<file path="src/rtl/piso_pattern_feeder.sv">
// piso_pattern_feeder: valid/ready parallel word intake into a one-entry
// holding register, serialised MSB-first with an optional idle gap per word.
module piso_pattern_feeder #(
  parameter int unsigned WIDTH = 6,
  parameter int unsigned GAP   = 0
) (
  input  logic             clk,
  input  logic             rst,
  input  logic [WIDTH-1:0] in_data,
  input  logic             in_valid,
  output logic             in_ready,
  output logic             serial_out,
  output logic             serial_valid,
  output logic             frame_done,
  output logic             busy
);

  localparam int unsigned CW = (WIDTH > 1) ? $clog2(WIDTH) : 1;
  localparam int unsigned GW = 4;

  typedef enum logic [1:0] {
    ST_IDLE  = 2'd0,
    ST_SHIFT = 2'd1,
    ST_GAP   = 2'd2
  } state_t;

  state_t           state_q, state_d;
  logic [WIDTH-1:0] hold_q, hold_d;
  logic             hold_full_q, hold_full_d;
  logic [WIDTH-1:0] shift_q, shift_d;
  logic [CW-1:0]    cnt_q, cnt_d;
  logic [GW-1:0]    gap_q, gap_d;
  logic             serial_out_q, serial_out_d;
  logic             serial_valid_q, serial_valid_d;
  logic             frame_done_q, frame_done_d;
  logic             in_ready_q, in_ready_d;
  logic             busy_q, busy_d;
  logic             xfer;
  logic             load;

  // Next-state: handshake into hold, shift/gap sequencing, load from hold
  always_comb begin
    state_d        = state_q;
    hold_d         = hold_q;
    hold_full_d    = hold_full_q;
    shift_d        = shift_q;
    cnt_d          = cnt_q;
    gap_d          = gap_q;
    serial_out_d   = serial_out_q;
    serial_valid_d = serial_valid_q;
    load           = 1'b0;

    // in_ready_q mirrors !hold_full_q, so a transfer can never meet a load
    xfer = in_valid && in_ready_q;
    if (xfer) begin
      hold_d      = in_data;
      hold_full_d = 1'b1;
    end

    case (state_q)
      ST_IDLE: begin
        serial_out_d   = 1'b0;
        serial_valid_d = 1'b0;
        if (hold_full_q) begin
          load = 1'b1;
        end
      end

      ST_SHIFT: begin
        if (cnt_q != CW'(0)) begin
          shift_d      = shift_q << 1;
          serial_out_d = shift_q[WIDTH-2];
          cnt_d        = cnt_q - CW'(1);
        end else if (GAP != 0) begin
          state_d        = ST_GAP;
          gap_d          = GW'(GAP - 1);
          serial_out_d   = 1'b0;
          serial_valid_d = 1'b0;
        end else if (hold_full_q) begin
          load = 1'b1;
        end else begin
          state_d        = ST_IDLE;
          serial_out_d   = 1'b0;
          serial_valid_d = 1'b0;
        end
      end

      ST_GAP: begin
        serial_out_d   = 1'b0;
        serial_valid_d = 1'b0;
        if (gap_q != GW'(0)) begin
          gap_d = gap_q - GW'(1);
        end else if (hold_full_q) begin
          load = 1'b1;
        end else begin
          state_d = ST_IDLE;
        end
      end

      default: begin
        state_d        = ST_IDLE;
        serial_out_d   = 1'b0;
        serial_valid_d = 1'b0;
      end
    endcase

    // Move the held word into the shifter and present its MSB
    if (load) begin
      shift_d        = hold_q;
      hold_full_d    = 1'b0;
      serial_out_d   = hold_q[WIDTH-1];
      serial_valid_d = 1'b1;
      cnt_d          = CW'(WIDTH - 1);
      state_d        = ST_SHIFT;
    end

    // Registered status flags, decoded from the next registered state
    frame_done_d = (state_d == ST_SHIFT) && (cnt_d == CW'(0));
    in_ready_d   = !hold_full_d;
    busy_d       = (state_d != ST_IDLE) || hold_full_d;
  end

  // State and output registers with synchronous reset
  always_ff @(posedge clk) begin
    if (rst) begin
      state_q        <= ST_IDLE;
      hold_q         <= '0;
      hold_full_q    <= 1'b0;
      shift_q        <= '0;
      cnt_q          <= '0;
      gap_q          <= '0;
      serial_out_q   <= 1'b0;
      serial_valid_q <= 1'b0;
      frame_done_q   <= 1'b0;
      in_ready_q     <= 1'b1;
      busy_q         <= 1'b0;
    end else begin
      state_q        <= state_d;
      hold_q         <= hold_d;
      hold_full_q    <= hold_full_d;
      shift_q        <= shift_d;
      cnt_q          <= cnt_d;
      gap_q          <= gap_d;
      serial_out_q   <= serial_out_d;
      serial_valid_q <= serial_valid_d;
      frame_done_q   <= frame_done_d;
      in_ready_q     <= in_ready_d;
      busy_q         <= busy_d;
    end
  end

  assign in_ready     = in_ready_q;
  assign serial_out   = serial_out_q;
  assign serial_valid = serial_valid_q;
  assign frame_done   = frame_done_q;
  assign busy         = busy_q;

endmodule

</file>
<file path="config.mk">
export PLATFORM = sky130hd
export DESIGN_NAME = piso_pattern_feeder
export DESIGN_NICKNAME = d
export VERILOG_FILES = /design/src/rtl/piso_pattern_feeder.sv
export SDC_FILE = /design/constraint.sdc
export NUM_CORES = 1
export LEC_CHECK = 0
export ABC_AREA = 0
export BUFFER_PORTS_ARGS = -buffer_cell sky130_fd_sc_hd__clkbuf_2
export CAP_MARGIN = 5
export CORE_MARGIN = 4
export CORE_UTILIZATION = 55
export DETAILED_ROUTE_END_ITERATION = 12
export PLACE_DENSITY = 0.76
export SETUP_SLACK_MARGIN = 0.05
export SLEW_MARGIN = 20
export SYNTH_ARGS = -nofsm -noshare
export SYNTH_HDL_FRONTEND = slang
export SYNTH_SLANG_ARGS = --single-unit
</file>
<file path="constraint.sdc">
create_clock -name clk -period 2.32 [get_ports clk]
set_input_delay 0.232 -clock clk [delete_from_list [all_inputs] [get_ports clk]]
set_output_delay 0.232 -clock clk [all_outputs]
set_load 0.01 [all_outputs]
</file>
==> results by group, run 1 <==
Synth
  • Post-synth EDFFs: 0
  • Top cell type's share of synthesized area: 43.38%
  • #FFs+latches synth: 26
  • Synthesized area: 1200 µm²
  • Yosys warns: 0
  • Combinational family with the most area after synthesis: simple AND/OR/NAND/NOR gates
  • Dominant cells by area after synthesis: dfxtp_1, a21oi_1, ha_1
  • Commonest cells post-synth: dfxtp_1, a21oi_1, nand2_1
  • Mux cell area share after synthesis: 3.337%
  • Synth Area per Inst: 9.448 µm²
  • Adder and majority gate portion of the synthesized area: 4.171%
  • Synth async-reset ratio: 0%
  • Most common cell in the netlist: dfxtp_1
  • Top_reg_cell synth: dfxtp_1
  • Xor/xnor cell area share of the yosys netlist: 2.190%
  • Netlist cell types: 39
  • Post-synthesis compound-gate area fraction: 17.41%
  • Post-synth net total: 140
  • Seq/Total Area, Yosys: 43.38%
  • Simple-gate area share of the yosys netlist: 24.19%
  • Cell taking the most area after synthesis: dfxtp_1
  • Gate count after technology mapping: 127

Flow run
  • Max-Cap Viols: 0

STA
  • Final setup TNS: 0 ns
  • Worst hold slack: 0.1280 ns
  • Unrepaired setup endpoints after global routing: false
  • Final Slew Violations: 0
  • Worst slew pin tran: 0.5658 ns
  • Slew margin rel.: 62.28%
  • Setup Skew: 0.008085 ns
  • Peak Freq: 550.9 MHz
  • Final setup vio count: 0
  • Final min period: 1.815 ns
  • Final hold viol count: 0
  • Final period utilization: 78.24%

Floorplan
  • Core ar.: 2022 µm²
  • Initial Utilization: 59.34%
  • Die Span Y: 54.71 µm
  • Die Footprint: 2993 µm²
  • Std-Cell Rows: 16
  • Die width: 54.71 µm
  • # IOs: 14

Power and ir drop
  • Switch share: 26.33%
  • Total power: 857.8 µW
  • Power per cell area: 661.1 nW/µm²
  • Clk network pwr share: 25.9%
  • P_leak: 0.0005022 µW
  • Internal: 631.9 µW
  • Psw: 225.9 µW
  • Sequential Power Share: 58.5%
  • Comb pwr share: 15.5%
  • VDD IR max: 0.3772 mV

Setup path
  • Worst setup path endpoint: in_ready$_SDFF_PP1_
  • Setup crit start kind: flip-flop
  • Crit path required time: 2.53 ns
  • Slowest cell on the critical path: o31a_1
  • Critical-path maximum fanout: 12
  • Flop-to-flop setup slack: 0.50 ns
  • CP peak stage delay: 0.45 ns
  • Critical-path cell list: inv_1 > ha_1 > nor3b_1 > o31a_1 > or3_4
  • Crit end category: flip-flop
  • WP data arrival: 2.03 ns
  • CP Launch Point: cnt_q[0]$_SDFF_PP0_
  • R2R depth: 5
  • Kind of critical path: reg2reg
  • R2R Path End: in_ready$_SDFF_PP1_
  • Reg2reg start: cnt_q[0]$_SDFF_PP0_

CTS
  • Skew-Pair Late Insertion Delay: 0.32 ns
  • Clk slew on worst S/H paths: 0.14 ns
  • H-tree Lvls: 1
  • Bufs on Longest Clock Path: 2
  • CTS tree: done
  • Post-cts sizing count: 0
  • TritonCTS Buffers: 3
  • Post-CTS Setup Bufs: 0
  • CTS root buf: clkbuf_4
  • Number of clock sinks: 26
  • Hold-fix buffers, CTS: 0

Drt
  • Post-Route WL: 2026 µm
  • DRC errors left: 0
  • Vias/cell: 5.488
  • DR WL/cell: 12.35 µm
  • Initial DRC Count: 12
  • Vias: 900
  • Final ANT Viol Nets: 0
  • 1st-pass router iterations: 3

Finish
  • Layout cells sized above 1: 24.82%
  • Nets: 151
  • Final instance area: 1297 µm²
  • Filler Cells Inserted: 177
  • Register area: 520.5 µm²
  • Multi-input gate area: 615.6 µm²
  • Antenna cells: 0
  • Area Growth Syn to Fin: 8.133%

Global routing
  • Met3 Usage GRT: 2.452%
  • Largest net degree at the start of global routing: 26
  • GRT Max-Usage Layer: met2
  • M1 GR Usage: 21.19%
  • Initial antenna violation count: 0
  • Vias in the first global route: 888
  • Tot GR Track Use: 16.74%
  • First-pass GRT wire length: 3732 µm
  • Met2 Use GR: 28.94%
  • GRT overflow: 0

Placement
  • Post-DP Area: 1261 µm²
  • PortBufs: 13
  • Routability Congestion: 0.7700
  • Hpwl dp: 1503 µm

Hold path
  • HP Class: in2reg

Status
  • Status: finished, final reports clean
[logic make-up after synthesis]
family	Yosys count
AO/OA/AOI/OAI	27
flip-flops	26
buffers and inverters	14
XOR/XNOR	3
multiplexers	4
adder cells (fa/ha/maj)	4
AND/OR/NAND/NOR	49
[power by group through the flow]
stage          clock [µW]  combinational [µW]  sequential, µW
2_1_floorplan           0                 110             508
3_3_place_gp            0                 129             511
3_5_place_dp            0                 134             512
4_1_cts               228                 135             502
5_1_grt               241                 150             508
6_report              222                 133             502
[worst min path at each step]
stage	startpoint	endpoint	slack [ns]	depth (start not counted)
2_1_floorplan	in_data[0]	hold_q[0]$_SDFFE_PP0P_	0.38	2
3_3_place_gp	hold_q[1]$_SDFFE_PP0P_	hold_q[1]$_SDFFE_PP0P_	0.45	2
3_5_place_dp	hold_q[0]$_SDFFE_PP0P_	hold_q[0]$_SDFFE_PP0P_	0.46	2
4_1_cts	in_data[0]	hold_q[0]$_SDFFE_PP0P_	0.13	3
5_1_grt	in_data[0]	hold_q[0]$_SDFFE_PP0P_	0.13	3
6_report	in_data[0]	hold_q[0]$_SDFFE_PP0P_	0.13	3
[cell type report]
cell class | instances | share of cell area [%]
repair buffers | 13 | 5.014
multi-input cells | 87 | 47.44
inverters | 7 | 2.025
flip-flops and latches | 26 | 40.12
well taps | 27 | 2.604
clock buffers | 4 | 2.797
[per-stage QoR]
| stage | setup WS (ns) | utilization, % | cells |
|---|---|---|---|
| final | 0.5049 | 64.17 | 164 |
| after global routing | 0.1820 | 64.17 | 164 |
| after CTS | 0.4851 | 64.17 | 164 |
| after detailed placement | 0.5100 | 62.38 | 160 |
| after global placement | 0.5421 | 62.38 | 160 |
| after floorplan | 0.7295 | - | 127 |
[critical path, delay by kind of cell, from the launching register on]
family | cells | cell delay, ns
simple gates | 2 | 0.57
compound gates | 1 | 0.45
fa+ha+maj | 1 | 0.22
flops | 1 | 0.40
buf+inv | 1 | 0.08
[layer usage]
layer | up-vias | wire, µm
li1 | 457 | -
met4 | 0 | 10
met1 | 425 | 937
met5 | - | 0
met2 | 16 | 988
met3 | 2 | 90
[registers in the layout, indices dropped and copies added, names as in the netlist, 2 cells and up]
name and cells:
hold_q 6, shift_q 5, gap_q 4, cnt_q 3
state_q 2
[placed cells by master (no fill, tap or decap), types with 2 or more instances in the layout]
cell,instances
nand2_1,11
nor2b_1,2
xnor2_1,2
clkbuf_4,3
dfxtp_1,26
ha_1,4
mux2i_1,4
a2111oi_2,2
a211oi_1,2
clkbuf_2,13
nor2b_4,3
a21oi_1,14
inv_2,2
nor3_1,3
inv_1,5
a211oi_2,3
nor2_1,10
nand3_1,8
Note: power is estimated with default switching activity, not from simulation.
==> run 2: changes to the inputs <==
- CORE_UTILIZATION: 55 -> 50
- PLACE_DENSITY: 0.76 -> 0.73
- clock period: 2.32 -> 1.5 ns (I/O delays scaled with it)
==> run 2 against run 1 <==
The flow now finishes with violations (negative setup slack). Non-clock buffer count increased by 26. Die area increased by 8.5%. Global-route usage increased by 1.2 points. Via count increased by 18%. Sequential power increased by 56%. Combinational power increased to 2.6 times the previous value. Critical path depth increased by 1. Sequential cell count unchanged. Critical path type unchanged. Critical endpoint is now frame_done$_SDFF_PP0_. Largest cell class unchanged. Largest power group unchanged. Highest routed layer unchanged.
==> results by group, run 2 (same netlist as run 1, synthesis figures left out) <==
Status
  • Status: complete, but fails checks (was finished, final reports clean)
  • Failing checks: negative setup slack

Global routing
  • Initial antenna violation count: 0 (unchanged)
  • Tot GR Track Use: 17.95% (was 16.74%)
  • Largest net degree at the start of global routing: 16 (was 26)
  • GRT overflow: 0 (unchanged)
  • Vias in the first global route: 1,054 (was 888)
  • First-pass GRT wire length: 4671 µm (was 3732 µm)

Setup path
  • Delay-heaviest family, CP: compound AO/OA/AOI/OAI gates (was simple AND/OR/NAND/NOR gates)
  • Setup crit start kind: flip-flop (unchanged)
  • Crit end category: flip-flop (unchanged)
  • Critical-path cell list: inv_2 > ha_4 > or3b_4 > o21ai_2 > nand2_2 > a2111oi_4 (was inv_1 > ha_1 > nor3b_1 > o31a_1 > or3_4)
  • CP peak stage delay: 0.41 ns (was 0.45 ns)
  • Kind of critical path: reg2reg (unchanged)
  • Crit path buffers/inverters: 1 (unchanged)
  • WP data arrival: 1.88 ns (was 2.03 ns)
  • R2R depth: 6 (was 5)
  • CP Depth: 6 (was 5)
  • Slowest cell on the critical path: or3b_4 (was o31a_1)
  • Crit path required time: 1.73 ns (was 2.53 ns)
  • Critical-path maximum fanout: 3 (was 12)

Placement
  • Routability Congestion: 0.8354 (was 0.7700)
  • Hpwl dp: 1723 µm (was 1503 µm)
  • Setup slack at placement: -0.1802 ns (was 0.5100 ns)
  • PortBufs: 13 (unchanged)

CTS
  • Bufs on Longest Clock Path: 2 (unchanged)
  • Clk slew on worst S/H paths: 0.13 ns (was 0.14 ns)
  • TritonCTS Buffers: 3 (unchanged)
  • Number of clock sinks: 26 (unchanged)
  • CTS root buf: clkbuf_4 (unchanged)
  • Skew-Pair Late Insertion Delay: 0.31 ns (was 0.32 ns)
  • H-tree Lvls: 1 (unchanged)
  • CTS tree: done (unchanged)

STA
  • Unrepaired setup endpoints after global routing: true (was false)
  • Final Slew Violations: 0 (unchanged)
  • Worst hold slack: 0.04843 ns (was 0.1280 ns)
  • Final hold viol count: 0 (unchanged)
  • Worst slew pin tran: 0.4045 ns (was 0.5658 ns)
  • Final min period: 1.656 ns (was 1.815 ns)
  • Final period utilization: 110.4% (was 78.24%)
  • Setup Skew: 0.008526 ns (was 0.008085 ns)
  • Final setup TNS: -1.165 ns (was 0 ns)
  • Final setup vio count: 14 (was 0)
  • Worst setup slack after layout: -0.1557 ns (was 0.5049 ns)
  • Peak Freq: 604.0 MHz (was 550.9 MHz)
  • Slew margin rel.: 73.03% (was 62.28%)

Hold path
  • Hold Path Depth: 3 (unchanged)
  • HP Class: in2reg (unchanged)

Power and ir drop
  • VDD IR max: 0.7592 mV (was 0.3772 mV)
  • Power per cell area: 838.7 nW/µm² (was 661.1 nW/µm²)
  • Total power: 1416 µW (was 857.8 µW)
  • P_leak: 0.0006961 µW (was 0.0005022 µW)

Finish
  • Filler Cells Inserted: 168 (was 177)
  • Nets: 178 (was 151)
  • Most frequent cells in the layout: dfxtp_1, buf_4, clkbuf_2 (was dfxtp_1, a21oi_1, clkbuf_2)
  • Largest regs: hold_q (6), shift_q (5), gap_q (4) (unchanged)
  • Area Growth Syn to Fin: 40.67% (was 8.133%)
  • Antenna cells: 0 (unchanged)
  • Layout cells sized above 1: 54.60% (was 24.82%)
  • Largest reg by FF count: hold_q (unchanged)
  • Max FFs per register: 6 (unchanged)

Floorplan
  • Die width: 56.99 µm (was 54.71 µm)
  • Die Span Y: 56.99 µm (was 54.71 µm)
  • Core ar.: 2255 µm² (was 2022 µm²)
  • Initial Utilization: 53.22% (was 59.34%)
  • # IOs: 14 (unchanged)
  • Std-Cell Rows: 17 (was 16)
  • Die Footprint: 3247 µm² (was 2993 µm²)

Flow run
  • Max-Cap Viols: 0 (unchanged)

Drt
  • Wire length on met2: 1399 µm (was 988 µm)
  • Vias/cell: 5.545 (was 5.488)
  • Post-Route WL: 2811 µm (was 2026 µm)
  • DRC errors left: 0 (unchanged)
  • M1 WL: 1298 µm (was 937 µm)
  • Vias: 1,059 (was 900)
  • Wire length on met3: 103 µm (was 90 µm)
  • 1st-pass router iterations: 4 (was 3)
  • DR WL/cell: 14.72 µm (was 12.35 µm)
  • Final ANT Viol Nets: 0 (unchanged)
  • Initial DRC Count: 23 (was 12)
  • Top Layer Used: met4 (unchanged)
[run 2: timing repair]
action	in CTS	in global routing
buffers inserted	5	2
endpoints found under the hold margin	0	0
hold buffers	0	0
gates cloned	1	0
resized for setup	23	16
pin swaps	4	5
setup endpoints to repair	18	20
[run 2: path summary, 6_finish.rpt]
| check | start | to | slack (ns) |
|---|---|---|---|
| max | gap_q[0]$_SDFFE_PP0P_ | frame_done$_SDFF_PP0_ | -0.16 |
| max reg2reg | gap_q[0]$_SDFFE_PP0P_ | frame_done$_SDFF_PP0_ | -0.16 |
| min reg2reg | hold_q[5]$_SDFFE_PP0P_ | hold_q[5]$_SDFFE_PP0P_ | 0.49 |
| min | in_data[0] | hold_q[0]$_SDFFE_PP0P_ | 0.05 |
[run 2: final cells by class]
cell class | instances | area, µm² | area share [%]
sequential | 26 | 526.8 | 31.21
multi-input combinational | 88 | 784.5 | 46.48
clock buffer | 3 | 22.52 | 1.334
inverter | 7 | 31.28 | 1.853
timing repair buffer | 39 | 287.8 | 17.05
tap | 28 | 35.03 | 2.076
[run 2: per-stage QoR]
step | cells | util [%] | instance area, µm²
after CTS | 189 | 71.37 | 1609
after global placement | 180 | 63.60 | 1434
after floorplan | 127 | - | 1216
after global routing | 191 | 74.86 | 1688
final | 191 | 74.86 | 1688
after detailed placement | 180 | 63.60 | 1434
[run 2: metal layers]
layer / GRT usage, % / vias up
met2: 32.14 / 23
met5: 0 / -
met1: 21.71 / 516
met4: 5.629 / 0
met3: 3.167 / 2
li1: - / 518
[run 2: worst min-delay path, stage by stage]
cell and delay (ns):
clkbuf_2 0.08, nand3_1 0.05, a21oi_1 0.05
[run 2: power breakdown]
group	total [µW]	switching, µW	internal [µW]
registers	783	45.1	738
clock network	287	193	93.9
logic	346	168	178
total	1420	406	1010
